`config.mk`:
```
export PLATFORM = sky130hd
export DESIGN_NAME = contador_display_driver
export DESIGN_NICKNAME = d
export VERILOG_FILES = /design/src/rtl/contador_display_driver.sv
export SDC_FILE = /design/constraint.sdc
export NUM_CORES = 1
export LEC_CHECK = 0
export BUFFER_PORTS_ARGS = -buffer_cell sky130_fd_sc_hd__buf_2
export CAP_MARGIN = 20
export CORE_ASPECT_RATIO = 1.75
export CORE_MARGIN = 3
export CORE_UTILIZATION = 51
export DETAILED_ROUTE_END_ITERATION = 16
export PLACE_DENSITY = 0.74
export SETUP_SLACK_MARGIN = 0.15
export SYNTH_ARGS = -nofsm -noshare
export SYNTH_HDL_FRONTEND = slang
export SYNTH_SLANG_ARGS = --single-unit
export TNS_END_PERCENT = 20
```
`constraint.sdc`:
```
create_clock -name clock -period 2 [get_ports clock]
set_clock_uncertainty 0.1 [all_clocks]
set_input_delay 0.1 -clock clock [delete_from_list [all_inputs] [get_ports clock]]
set_output_delay 0.1 -clock clock [all_outputs]
set_load 0.005 [all_outputs]
```
`src/rtl/contador_display_driver.sv`:
```
// rtl/contador_display_driver.sv - registers a 0..15 count, tracks direction/sweeps, scans a 2-digit 7-seg display
// Optional build macro: BLANK_ZERO_EN (blank the tens digit for values below 10)
module contador_display_driver #(
    parameter int REFRESH_DIV = 50000,
    parameter int CYCLE_W     = 8
) (
    input  logic               clock,
    input  logic               reset,
    input  logic [3:0]         valor_in,
    output logic [6:0]         seg,
    output logic [1:0]         an,
    output logic               dir_up,
    output logic [CYCLE_W-1:0] ciclos
);

    localparam int REF_W = (REFRESH_DIV > 1) ? $clog2(REFRESH_DIV) : 1;
    localparam logic [REF_W-1:0] REF_LAST = REF_W'(REFRESH_DIV - 1);

    localparam logic [6:0] SEG_BLANK = 7'h7F;
    localparam logic [1:0] AN_UNITS  = 2'b10;
    localparam logic [1:0] AN_TENS   = 2'b01;

    // Active-low segment pattern for one decimal digit; bit0=a .. bit6=g
    function automatic logic [6:0] enc(input logic [3:0] d);
        logic [6:0] p;
        case (d)
            4'd0:    p = 7'h40;
            4'd1:    p = 7'h79;
            4'd2:    p = 7'h24;
            4'd3:    p = 7'h30;
            4'd4:    p = 7'h19;
            4'd5:    p = 7'h12;
            4'd6:    p = 7'h02;
            4'd7:    p = 7'h78;
            4'd8:    p = 7'h00;
            4'd9:    p = 7'h10;
            default: p = SEG_BLANK;
        endcase
        return p;
    endfunction

    logic [3:0]         val_q, val_d;
    logic [3:0]         prev_q, prev_d;
    logic               dir_q, dir_d;
    logic [CYCLE_W-1:0] ciclos_q, ciclos_d;
    logic [REF_W-1:0]   refresh_q, refresh_d;
    logic               sel_tens_q, sel_tens_d;
    logic [1:0]         an_q, an_d;
    logic [6:0]         seg_q, seg_d;

    logic               ge_ten;
    logic [3:0]         tens;
    logic [3:0]         units;
    logic [6:0]         tens_pat;

    // Decimal split of the registered value and the pattern shown in the tens slot
    always_comb begin
        ge_ten = (val_q >= 4'd10);
        tens   = ge_ten ? 4'd1 : 4'd0;
        units  = ge_ten ? (val_q - 4'd10) : val_q;
`ifdef BLANK_ZERO_EN
        tens_pat = ge_ten ? enc(tens) : SEG_BLANK;
`else
        tens_pat = enc(tens);
`endif
    end

    // Next-state: input pipeline, direction/sweep tracking, scan timing, output patterns
    always_comb begin
        val_d      = valor_in;
        prev_d     = val_q;
        dir_d      = dir_q;
        ciclos_d   = ciclos_q;
        refresh_d  = refresh_q + REF_W'(1);
        sel_tens_d = sel_tens_q;

        if (val_q > prev_q) begin
            dir_d = 1'b1;
        end else if (val_q < prev_q) begin
            dir_d = 1'b0;
        end

        // A sweep completes when a descent turns back into an ascent
        if (!dir_q && dir_d) begin
            ciclos_d = ciclos_q + CYCLE_W'(1);
        end

        if (refresh_q == REF_LAST) begin
            refresh_d  = '0;
            sel_tens_d = ~sel_tens_q;
        end

        if (sel_tens_q) begin
            an_d  = AN_TENS;
            seg_d = tens_pat;
        end else begin
            an_d  = AN_UNITS;
            seg_d = enc(units);
        end
    end

    // State registers with synchronous active-high reset
    always_ff @(posedge clock) begin
        if (reset) begin
            val_q      <= 4'd0;
            prev_q     <= 4'd0;
            dir_q      <= 1'b1;
            ciclos_q   <= '0;
            refresh_q  <= '0;
            sel_tens_q <= 1'b0;
            an_q       <= AN_UNITS;
            seg_q      <= 7'h40;
        end else begin
            val_q      <= val_d;
            prev_q     <= prev_d;
            dir_q      <= dir_d;
            ciclos_q   <= ciclos_d;
            refresh_q  <= refresh_d;
            sel_tens_q <= sel_tens_d;
            an_q       <= an_d;
            seg_q      <= seg_d;
        end
    end

    assign seg    = seg_q;
    assign an     = an_q;
    assign dir_up = dir_q;
    assign ciclos = ciclos_q;

endmodule

```
# ---- Word-level counts from Yosys, hierarchy flattened
# Memory sizes are Yosys's and may differ from the RTL's.
# Cells that the tools add are included.
dict set report op_classes {
  add_sub_neg 3
  order_cmp 3
  n_eq_ne 1
  muxes 6
  bitwise 1
  n_reduce_logical 3
}
# operator count
set op_table {}
lappend op_table {{16-bit by 1-bit adder with 16-bit output (second input constant)} 1}
lappend op_table {{16-bit equality test (second input constant)} 1}
lappend op_table {{8-bit by 1-bit adder with 8-bit output (second input constant)} 1}
lappend op_table {{7-bit two-way mux} 1}
lappend op_table {{4-bit greater-or-equal comparator (second input constant)} 1}
lappend op_table {{4-bit greater-than comparator} 1}
lappend op_table {{4-bit < comparator} 1}
lappend op_table {{4-bit two-way mux} 1}
lappend op_table {{4-bit subtractor (second input constant)} 1}
lappend op_table {{1-bit two-way mux} 3}
lappend op_table {{2-bit two-way mux} 1}
lappend op_table {{2-bit OR reduction} 1}
lappend op_table {{1-bit logical AND} 1}
lappend op_table {{1-bit zero test} 1}
lappend op_table {{1-bit NOT} 1}
dict set report word_totals {
  ff_bits 43
  rom_bits 224
  in_bits 6
  output_inout_bits 18
  elab_cells 27
  memories 2
}
# memory depth word_bits rd rd_clocked_by_memory_dff write_ports line
set memory_table {}
lappend memory_table {{(name not given)} 16 7 1 0 0 26} ;# case (d)
lappend memory_table {{(name not given)} 16 7 1 0 0 26}

# ---- Longest topological paths before layout
# Gate-level depths: netlist of run 1.
dict set report logic_depth {
  depth_word 4
  mapped_depth 9
  depth_no_buf 8
}

# ---- Least setup slack after synthesis of run 1
# No wires, ideal clock.
dict set report synth_path {
  path_kind {register -> register}
  from {register val_q[1], in the netlist prev_d[1]}
  to {register seg_q[5], in the netlist seg[5]}
  t_arrival_ns 1.797
  slack_ns -0.029
  path_stages_with_launch 9
  period_less_slack_ns 2.029
  path_cell_list {dfxtp_1 buf_2 inv_1 ha_1 clkbuf_1 or2_2 mux2_2 o221ai_1 a21oi_1}
}
dict set report synth_between {
  elab_chain_cells 4
}
# item line
set synth_lines {}
lappend synth_lines {{start, declared} 42} ;# logic [3:0] val_q, val_d;
lappend synth_lines {{start signal, assigned} 114} ;# val_q <= val_d;
lappend synth_lines {{4-bit subtractor or 4-bit greater-or-equal comparator (tied branches)} {60, 58}}
lappend synth_lines {{4-bit two-way mux or 1-bit two-way mux (tied branches)} {60, 59}}
lappend synth_lines {{memory read 16 x 7 bit} n/a}
lappend synth_lines {{7-bit two-way mux (*)} 93} ;# if (sel_tens_q) begin
lappend synth_lines {{end signal, assigned} 121} ;# seg_q <= seg_d;
lappend synth_lines {{end, declared} 49} ;# logic [6:0] seg_q, seg_d;
# Every way passes the cells marked *; elsewhere a longest branch is shown, timed or not.
# A chain may end at the register's enable or synchronous reset.

# ---- Worst setup path after layout of run 1
dict set report layout_path {
  from {register val_q[2], in the netlist prev_d[2]}
  to {register seg_q[5], in the netlist seg[5]}
}
# Same word-level chain as after synthesis.

==> impl_metrics.ini, run 1 <==
[die]
start_util_pct = 54.1
row_count = 29
dieArea_um2 = 4740
die_w_um = 53.4
ios = 24
die-height_um = 88.9
coreArea_um2 = 3700

[clock_network]
cts-buffers-inserted = 5
clk_latency_ps = 290
htree_levels = 2
cts_tree = yes
cts.clk_slew.worst_paths_ps = 80
cts-root-buf = clkbuf_8
cts_sinks = 43
clock_path_buffers = 2

[hold_path]
min_from = reset
min_path_type = in2reg
hold_depth = 2

[timing]
hold_violations = 0
fin_ws_ps = 175
hold_slack_ps = 165
rsz0062_at_grt = true
fin_tns_setup_ps = 0
setup_viol = 0
slew_violations = 0
fin_crit_sh_pct = 91.2
fmax_mhz = 548
tightest_slew_ps = 588
final_period_minus_worst_setup_slack_ps = 1820
slew_headroom_pct = 60.8

[cells_and_area]
finalNetCount = 285
layout_commonest_cell = dfxtp_1
post_route_cells_drive_above_1_share_pct = 23.8
areaGrowthSynthToFinish_pct = 24.4
fin_cells = 315
fin_util_pct = 67.3
final_cell_area_um2 = 2490
layout_common_cells = 41 x dfxtp_1, 30 x nor2_1, 23 x buf_2
diodes = 0

[logic_synthesis]
syn_inst = 232
synth_edf_count = 0
syn_nets = 248
synth_flop_cell = dfxtp_1
synth_area_um2 = 2000
ys_seq_area_share_pct = 43.0
yosys_warnings = 0
yosysUniqueCellTypes = 42
synth_seq_cells = 43
async_reset_ff_share_pct = 0
syn_area_per_cell_um2 = 8.63

[worst_setup_path]
cp.required_ps = 2060
reg2reg_to = seg[5]$_SDFF_PP0_
endpoint_kind = flip-flop
crit_end = seg[5]$_SDFF_PP0_
reg2reg_depth = 6
arrival_ps = 1880
worstPathMaxFanout = 9
startpoint_type = flip-flop
rrSetupSlack_ps = 180
timing.rr.start = prev_d[2]$_SDFF_PP0_
startpoint = prev_d[2]$_SDFF_PP0_
critPathKind = reg2reg

[placed_design]
port_buffers = 23
hpwl_um = 2840
place_area_um2 = 2180
place_congestion = 0.837
dp_cells = 295
post-place-ws_ps = 87.7

[detailed_routing]
drt_pass1_iterations = 4
drc = 0
vias_per_cell = 5.63
final_antenna_net_count = 0
totalWireLength_um = 4380
drtIter0Drc = 47
wire_per_inst_um = 13.9
vias = 1774

[power]
power.leakage_nw = 0.985
power.density_nw_per_um2 = 725
finalPower_mw = 1.81
peakVddDrop_mv = 0.644

[global_route]
grtUsageTotal_pct = 18.7
grt_max_degree = 30
grt_pass1_wl_um = 6670
antenna_found_initial = 0
grt_pass1_vias = 1600
grt_overflow = 0

[status]
status = finished, final reports clean

[flow_run]
drv_cap = 0
[flip-flops by register name, summed over array words and instances (netlist names)]
name / flops
prev_d: 4
prev_q: 4
dir_up: 1
an: 2
ciclos: 8
sel_tens_q: 1
refresh_q: 16
seg: 7
[critical path, cell delays in order (launching register included)]
cell	delay [ps]
dfxtp_4	410
clkinvlp_4	120
ha_4	280
or2_2	300
mux2_4	270
o221ai_2	150
a21oi_1	80
[routing by layer]
layer	vias up	share of wire (%)	track usage, %
met5	-	0	0
met4	0	2.2	7.44
met3	10	3.3	3.88
met2	44	56	34.9
met1	837	39	19.4
li1	883	-	-
[worst min path at each step]
stage,end,slack (ps)
floorplan,prev_d[1]$_SDFF_PP0_,130
global placement,prev_d[3]$_SDFF_PP0_,230
detailed placement,prev_d[2]$_SDFF_PP0_,220
CTS,prev_q[3]$_SDFF_PP0_,150
global route,prev_q[3]$_SDFF_PP0_,180
finish,prev_q[3]$_SDFF_PP0_,170
[logic make-up (layout without fill, tap and decap cells)]
family          after synthesis  in the layout  share of synthesized area (%)
flops                        43             43                           43.0
xor+xnor                     14             14                           6.12
buf+inv                      22             57                           4.62
fa+ha+maj                    10             10                           6.25
mux                           1              1                          0.562
compound gates               44             46                           13.6
simple gates                 98             98                           25.8
[what timing repair did]
| item | 4_1_cts | 5_1_grt |
|---|---|---|
| buffers inserted | 0 | 7 |
| pin swaps | 0 | 9 |
| endpoints found under the hold margin | 4 | 0 |
| setup endpoints to repair | 4 | 14 |
| gates resized for setup | 3 | 15 |
| cloned | 0 | 2 |
| hold buffers | 4 | 0 |
[power by group]
| part | switching, mW | internal (mW) | total [mW] |
|---|---|---|---|
| logic | 0.133 | 0.124 | 0.257 |
| clock network | 0.271 | 0.366 | 0.637 |
| registers | 0.0282 | 0.883 | 0.912 |
[cells in the mapped netlist (2+ instances only)]
library cell   n  area share [%]
clkbuf_1       6             1.1
xor2_1        10             4.4
and2_1         3            0.94
or4_1          5             1.9
ha_1          10             6.3
nor3_1         2            0.50
nand4_1        6             1.9
xnor2_1        4             1.7
or3_1          3            0.94
a21o_1         2            0.75
or2_2          2            0.62
a21oi_1       17             4.2
nand2b_1       5             1.6
buf_4          2            0.75
and4_1         3             1.3
nand3_1        9             2.2
inv_1         12             2.2
buf_2          2            0.50
o31ai_1        3             1.1
nand2_1       15             2.8
nor2b_1        6             1.9
dfxtp_1       43              43
nand3b_1       2            0.75
nor2_1        30             5.6
o21ai_0       13             3.2
[area by class of cell]
type	count	area, um^2
inverter	12	48.8
clock inverter	1	30.0
timing repair buffer	38	241
fill	311	1210
tap	46	57.6
clock buffer	6	72.6
multi-input combinational	169	1170
sequential	43	866
(Power assumes the default switching activity.)
==> inputs of run 2 (changes only) <==
- CORE_ASPECT_RATIO: 1.75 -> not set
==> impl_metrics.ini, run 2 (same netlist as run 1, synthesis figures left out) <==
[placed_design]
place_congestion = 0.852
place_area_um2 = 2200
dp_cells = 299
hpwl_um = 2580
port_buffers = 23

[hold_path]
min_from = reset
min_path_type = in2reg

[cells_and_area]
finalNetCount = 282
fin_util_pct = 65.5
largest_register = refresh_q
largest_reg_flops = 16
final_cell_area_um2 = 2430
n_fill_cell = 320
regArea_um2 = 867
multiInputGateArea_um2 = 1160
layout_common_cells = 40 x dfxtp_1, 30 x nor2_1, 23 x buf_2
fin_cells = 313
post_route_cells_drive_above_1_share_pct = 23.4
layout_commonest_cell = dfxtp_1
diodes = 0
areaGrowthSynthToFinish_pct = 21.5

[worst_setup_path]
cpLargestDelayFamily = simple AND/OR/NAND/NOR gates
path_cells = ha_4, nor2b_4, o211ai_4, o2bb2ai_4, or3b_2, a21oi_1
critPathKind = reg2reg
path_buf_inv = 0
slowest_stage = or3b_2
max_stage_delay_ps = 460
timing.rr.start = prev_d[1]$_SDFF_PP0_
startpoint = prev_d[1]$_SDFF_PP0_
cp.required_ps = 2120
endpoint_kind = flip-flop
worstPathMaxFanout = 8
startpoint_type = flip-flop
arrival_ps = 1940

[clock_network]
cts-buffers-inserted = 5
cts_sinks = 43
cts.clk_slew.worst_paths_ps = 80
clk_latency_ps = 290
cts_tree = yes
htree_levels = 2
cts-root-buf = clkbuf_8
clock_path_buffers = 2

[timing]
hold_violations = 0
fmax_mhz = 549
fin_crit_sh_pct = 91.0
slew_violations = 0
setup_viol = 0
hold_slack_ps = 141
tightest_slew_ps = 558
slew_headroom_pct = 62.8
final_period_minus_worst_setup_slack_ps = 1820
fin_tns_setup_ps = 0
rsz0062_at_grt = true

[global_route]
grt_pass1_wl_um = 6510
grt_pass1_vias = 1513
grt_overflow = 0
grtUsageTotal_pct = 18.4
antenna_found_initial = 0
grt_max_degree = 30

[status]
status = finished, final reports clean

[power]
power.leakage_nw = 0.960
power.density_nw_per_um2 = 685
peakVddDrop_mv = 0.501

[detailed_routing]
drc = 0
vias_per_cell = 5.55
drt_pass1_iterations = 4
totalWireLength_um = 4020
vias = 1736
wire_per_inst_um = 12.9
drtIter0Drc = 84
final_antenna_net_count = 0

[flow_run]
drv_cap = 0

[die]
row_count = 22
ios = 24
die_w_um = 68.7
coreArea_um2 = 3720
start_util_pct = 53.9
die-height_um = 68.7
dieArea_um2 = 4710
## run 2: cell count changes in the layout (fill, tap and decap cells not counted), sizes merged
| cell | delta |
|---|---|
| o2bb2ai | -1 |
| bufinv | -1 |
| clkbuf | -1 |
| buf | -2 |
| inv | +1 |
## run 2: metal layers
layer / routed length, um / share of wire (%) / up-vias / GRT usage, %
li1: - / - / 878 / -
met1: 1890 / 47 / 813 / 22.9
met2: 1890 / 47 / 34 / 29.3
met3: 168 / 4.2 / 11 / 6.00
met4: 78 / 1.9 / 0 / 7.20
met5: 0 / 0 / - / 0
## run 2: path summary, 6_finish.rpt
check	to	slack (ps)	cells after the start
setup / recovery	ciclos[1]$_SDFFE_PP0P_	180	6
hold / removal	prev_q[2]$_SDFF_PP0_	140	2
setup reg to reg	ciclos[1]$_SDFFE_PP0P_	180	6
hold reg to reg	refresh_q[0]$_SDFF_PP0_	360	1
## run 2: stage by stage
stage / power (mW) / setup slack, ps
floorplan: 1.07 / 179
global placement: 1.11 / 143
detailed placement: 1.11 / 86.7
CTS: 1.66 / 150
global route: 1.75 / 68.4
finish: 1.67 / 180
## run 2: final cells by class
| cell class | count | area share, % |
|---|---|---|
| multi-input cells | 168 | 47.7 |
| flip-flops and latches | 43 | 35.6 |
| repair buffers | 36 | 9.16 |
| clock buffers | 5 | 2.83 |
| well taps | 48 | 2.47 |
| inverters | 12 | 1.85 |
| clock inverters | 1 | 0.309 |
## run 2: power breakdown
group          switching, mW  internal [mW]
Combinational          0.126          0.119
Sequential            0.0268          0.883
Clock                  0.279          0.232
Total                  0.431           1.23
## run 2: repair_timing
item,4_1_cts,5_1_grt
buffers inserted,2,1
endpoints found under the setup margin,5,11
pin swaps,3,7
hold buffers,4,0
cloned,1,0
resized for setup,5,11
endpoints found under the hold margin,4,0
